<file path="config.mk">
export PLATFORM = sky130hd
export DESIGN_NAME = dtw_result_packer
export DESIGN_NICKNAME = d
export VERILOG_FILES = /design/src/rtl/dtw_result_packer.sv
export SDC_FILE = /design/constraint.sdc
export NUM_CORES = 1
export LEC_CHECK = 0
export CAP_MARGIN = 10
export CELL_PAD_IN_SITES_DETAIL_PLACEMENT = 0
export CELL_PAD_IN_SITES_GLOBAL_PLACEMENT = 1
export CORE_MARGIN = 3
export CORE_UTILIZATION = 25
export DETAILED_ROUTE_END_ITERATION = 10
export PLACE_DENSITY_LB_ADDON = 0.1
export SYNTH_ARGS = -nofsm -noshare
export SYNTH_HDL_FRONTEND = slang
export SYNTH_SLANG_ARGS = --single-unit
</file>
<file path="constraint.sdc">
create_clock -name ACLK -period 4.8 [get_ports ACLK]
set_input_delay 0.72 -clock ACLK [delete_from_list [all_inputs] [get_ports ACLK]]
set_output_delay 0.72 -clock ACLK [all_outputs]
set_load 0.1 [all_outputs]
</file>
<file path="src/rtl/dtw_result_packer.sv">
// Serialises DTW match results into 4-word FIFO records and groups them into
// packets of RESULTS_PER_PACKET records, padding partial packets on flush.
module dtw_result_packer #(
    parameter int RESULTS_PER_PACKET = 2,
    parameter int DATA_WIDTH         = 32
) (
    input  logic                  ACLK,
    input  logic                  ARESET,
    input  logic                  res_valid,
    output logic                  res_ready,
    input  logic [15:0]           res_query_id,
    input  logic [15:0]           res_ref_id,
    input  logic [31:0]           res_score,
    input  logic [31:0]           res_pos,
    input  logic                  flush_req,
    output logic                  dtw_fifo_wren,
    output logic [DATA_WIDTH-1:0] dtw_fifo_din,
    input  logic                  dtw_fifo_full,
    output logic                  busy,
    output logic                  pkt_done,
    output logic [31:0]           rec_count
);
    localparam int PW = (RESULTS_PER_PACKET > 1) ? $clog2(RESULTS_PER_PACKET) : 1;

    typedef enum logic [1:0] {S_IDLE, S_EMIT, S_PAD} state_t;

    state_t          r_state, w_state_nxt;
    logic [1:0]      r_word_idx;
    logic [PW-1:0]   r_rec_in_pkt;
    logic [7:0]      r_seq;
    logic            r_flush_pend;
    logic [31:0]     r_rec_count;
    logic            r_pkt_done;
    logic [15:0]     r_qid, r_rid;
    logic [31:0]     r_score, r_pos;

    logic            w_rec_pend, w_capture, w_wr, w_last_wr, w_pkt_wrap, w_flush_drop;
    logic [DATA_WIDTH-1:0] w_din;

    always_ff @(posedge ACLK or posedge ARESET) begin
        if (ARESET) r_state <= S_IDLE;
        else        r_state <= w_state_nxt;
    end

    always_comb begin
        w_state_nxt  = r_state;
        w_rec_pend   = (r_rec_in_pkt != '0);
        res_ready    = (r_state == S_IDLE) && !ARESET && !(r_flush_pend && w_rec_pend);
        w_capture    = res_valid && res_ready;
        w_wr         = (r_state != S_IDLE) && !dtw_fifo_full;
        w_last_wr    = w_wr && (r_word_idx == 2'd3);
        w_pkt_wrap   = w_last_wr && (r_rec_in_pkt == PW'(RESULTS_PER_PACKET - 1));
        // A pending flush with an empty packet is simply dropped, but only
        // when no new result claims this IDLE cycle.
        w_flush_drop = (r_state == S_IDLE) && r_flush_pend && !w_rec_pend && !w_capture;
        w_din        = '0;
        case (r_state)
            S_IDLE: begin
                if (r_flush_pend && w_rec_pend) w_state_nxt = S_PAD;
                else if (w_capture)             w_state_nxt = S_EMIT;
            end
            S_EMIT: begin
                if (w_last_wr) w_state_nxt = S_IDLE;
                case (r_word_idx)
                    2'd0:    w_din = {8'hA5, r_seq, r_qid};
                    2'd1:    w_din = {16'h0000, r_rid};
                    2'd2:    w_din = r_score;
                    default: w_din = r_pos;
                endcase
            end
            S_PAD: begin
                if (w_last_wr) w_state_nxt = S_IDLE;
                w_din = (r_word_idx == 2'd0) ? {8'h5A, r_seq, 16'hFFFF} : 32'hFFFF_FFFF;
            end
            default: w_state_nxt = S_IDLE;
        endcase
    end

    always_ff @(posedge ACLK or posedge ARESET) begin
        if (ARESET) begin
            r_word_idx   <= 2'd0;
            r_rec_in_pkt <= '0;
            r_seq        <= 8'd0;
            r_flush_pend <= 1'b0;
            r_rec_count  <= 32'd0;
            r_pkt_done   <= 1'b0;
            r_qid        <= 16'd0;
            r_rid        <= 16'd0;
            r_score      <= 32'd0;
            r_pos        <= 32'd0;
        end else begin
            r_pkt_done <= w_pkt_wrap;
            if (w_capture && !(r_flush_pend && w_rec_pend)) begin
                r_qid   <= res_query_id;
                r_rid   <= res_ref_id;
                r_score <= res_score;
                r_pos   <= res_pos;
            end
            // 2-bit index rolls back to 0 on the fourth write, ready for the next record
            if (w_wr) r_word_idx <= r_word_idx + 2'd1;
            if (w_last_wr) begin
                r_seq        <= r_seq + 8'd1;
                r_rec_in_pkt <= w_pkt_wrap ? '0 : r_rec_in_pkt + PW'(1);
                if (r_state == S_EMIT) r_rec_count <= r_rec_count + 32'd1;
            end
            if (flush_req)
                r_flush_pend <= 1'b1;
            else if (w_flush_drop || (w_pkt_wrap && r_state == S_PAD))
                r_flush_pend <= 1'b0;
        end
    end

    assign dtw_fifo_wren = w_wr;
    assign dtw_fifo_din  = w_din;
    assign busy          = (r_state != S_IDLE);
    assign pkt_done      = r_pkt_done;
    assign rec_count     = r_rec_count;
endmodule

</file>
==> results.cfg <==
[sta]
timing.final.crit_share_pct = 77.4
postLayoutSetupSlackWorst_ns = 1.09
finClkSkew_ns = 0.0142
drv_slew = 0
worst-slew-pin-transition_ns = 1.03
period_needed_ns = 3.71
final.setup.tns_ns = 0
rsz0062_at_grt = no
slew_headroom_pct = 31.6
max_freq_mhz = 269
setup_viol = 0
hold_viol_final = 0

[final_layout]
antenna_cells = 0
fin_nets = 837
design_area_um2 = 9340
syn_to_final_growth_pct = 38.8
mostFrequentLayoutCell = dfrtp_1
fill_cells = 2603
drive_gt1_share_pct = 24.3
layout_common_cells = dfrtp_1, clkdlybuf4s50_1, mux2_2
final_core_util_pct = 35.5

[global_route]
grt_pass1_wl_um = 31800
antenna_found_initial = 0
grt_pass1_vias = 5478
grt_max_degree = 98
grt_busiest_layer = met2
grtUsageMet1_pct = 18.3
use_met2_pct = 23.3
grt_util_met3_pct = 4.69
grt_usage_pct = 14.2
grt_overflow = 0

[route]
wirelength_um = 20300
wl_per_cell_um = 18.9
drt_iter0_drc = 353
viasPerCell = 4.79
vias = 5145
ant_nets = 0
drc_errors = 0
drtPass1Iterations = 6

[clock_tree]
cts_buffers = 17
cts_sinks = 143
clock-root-buffer = clkbuf_16
post-cts-setup-buffers = 0
cts.hold.buffers_added = 0
clockBufferDepth = 2
cts_max_level = 4
cts_tree = yes
insertion_delay_ns = 0.42
cts-resized-gates = 0
clkTransAtPathRegs_ns = 0.07

[place]
port-buffer-count = 168
hpwlAfterDp_um = 13600
gp_congestion = 0.761
placed_area_um2 = 8720
dp_slack_ns = 1.38

[worst_setup_path]
cp_slowest_cell = ha_1
crit_top_cell = inv_1
crit_arrival_ns = 2.99
worstSetupStartpointType = flip-flop
reg2reg_from = r_state[0]
required_ns = 4.08
worst_setup_path_end_kind = output pin
path_delay_family = adder cells
crit_type = reg -> out
startpoint = r_word_idx[0]
crit_chain = inv_1 > ha_1 > inv_1 > nand2_1 > o21ai_0 > and2_1 > buf_4
worst_path_largest_cell_delay_ns = 0.86
cp.buffers_inverters = 3
crit_fanout = 19

[logic_synthesis]
yosysSeqAreaShare_pct = 53.2
synthDistinctLibCells = 39
avgSynthCellArea_um2 = 11.9
netlist_area_um2 = 6730
synthCells = 564
synth_nets = 675
synth_edf_count = 0
async_flop_share_pct = 100
synth-main-ff-cell = dfrtp_1
ys_warn_count = 0
ys_seq_elements = 143

[floorplanning]
dieArea_um2 = 28900
die_w_um = 170
initial_core_util_pct = 25.6
fp-row-count = 59
dieHeight_um = 170
coreArea_um2 = 26300
io_pins = 169

[power_and_ir_drop]
irDropWorstVdd_mv = 0.318
p_per_area_nw_per_um2 = 614
leakage_uw = 0.00386

[min_path]
worstHoldStart = rec_count[31]
hold_path.class = reg -> reg

[job]
maxCapViolCount = 0

[run_status]
status = finished clean
[area by class of cell]
| cell class | instances | area (um^2) | area share (%) |
|---|---|---|---|
| clock buffer | 18 | 439 | 4.70 |
| clock inverter | 13 | 153 | 1.64 |
| inverter | 9 | 38.8 | 0.415 |
| multi-input combinational | 374 | 2980 | 31.9 |
| sequential | 143 | 3580 | 38.3 |
| tap | 335 | 419 | 4.49 |
| timing repair buffer | 181 | 1730 | 18.5 |
[layer usage]
metal / share of wire, % / vias to the layer above
met5: 0 / -
met4: 0.68 / 0
met3: 6.6 / 10
met2: 49 / 133
met1: 44 / 2600
li1: - / 2402
[metrics by stage]
step           hold WS (ns)  total power (uW)  std cells
6_report              0.465              5740       1073
5_1_grt               0.498              6080       1073
2_1_floorplan         0.463              3730        564
3_5_place_dp          0.466              4450       1041
3_3_place_gp          0.457              4400       1041
4_1_cts               0.475              5820       1072
[Yosys cell counts, drive strengths merged, types with 2 or more instances]
library cell | instances | area (um^2)
a21oi | 22 | 110
nor2b | 4 | 25.0
a222oi | 16 | 160
a21boi | 8 | 60.1
nand4 | 9 | 56.3
o21a | 16 | 120
nand3 | 15 | 75.1
and4 | 4 | 35.0
ha | 10 | 125
nor2 | 8 | 30.0
and2 | 6 | 37.5
and3 | 13 | 81.3
xnor2 | 23 | 201
inv | 9 | 33.8
mux2 | 97 | 1090
o21ai | 38 | 190
xor2 | 16 | 140
or4 | 2 | 18.8
buf | 7 | 33.8
o211ai | 8 | 60.1
nor3 | 5 | 25.0
nor4 | 4 | 25.0
a211oi | 4 | 30.0
clkbuf | 31 | 116
a221o | 8 | 80.1
nand2 | 27 | 101
nand4b | 2 | 17.5
dfrtp | 143 | 3580
[flip-flops by register name (all words and copies together), names as in the netlist]
signal        cells
r_pos            32
r_score          32
rec_count        32
r_qid            16
r_rid            16
r_seq             8
r_state           2
r_word_idx        2
pkt_done          1
r_flush_pend      1
r_rec_in_pkt      1
[cell families (layout without fill, tap and decap cells)]
kind of cell	Yosys count	after routing	share of synthesized area [%]
multiplexers	97	97	16.2
AND/OR/NAND/NOR	104	104	8.39
flip-flops	143	143	53.2
adder cells (fa/ha/maj)	10	10	1.86
buffers and inverters	47	221	2.73
XOR/XNOR	39	39	5.08
AO/OA/AOI/OAI	124	124	12.5
[report_power, final]
part / internal [uW] / switching, uW
registers: 1660 / 265
clock network: 786 / 554
logic: 911 / 1560
total: 3360 / 2380
[final timing paths]
kind	slack, ns	endpoint	depth (start not counted)
max	1.09	dtw_fifo_din[31]	7
min	0.47	rec_count[31]	1
max reg2reg	2.09	rec_count[27]	6
min reg2reg	0.47	rec_count[31]	1
max in group asynchronous	2.96	r_score[9]	3
min in group asynchronous	0.90	pkt_done	2
Note: power is estimated with default switching activity, not from simulation.
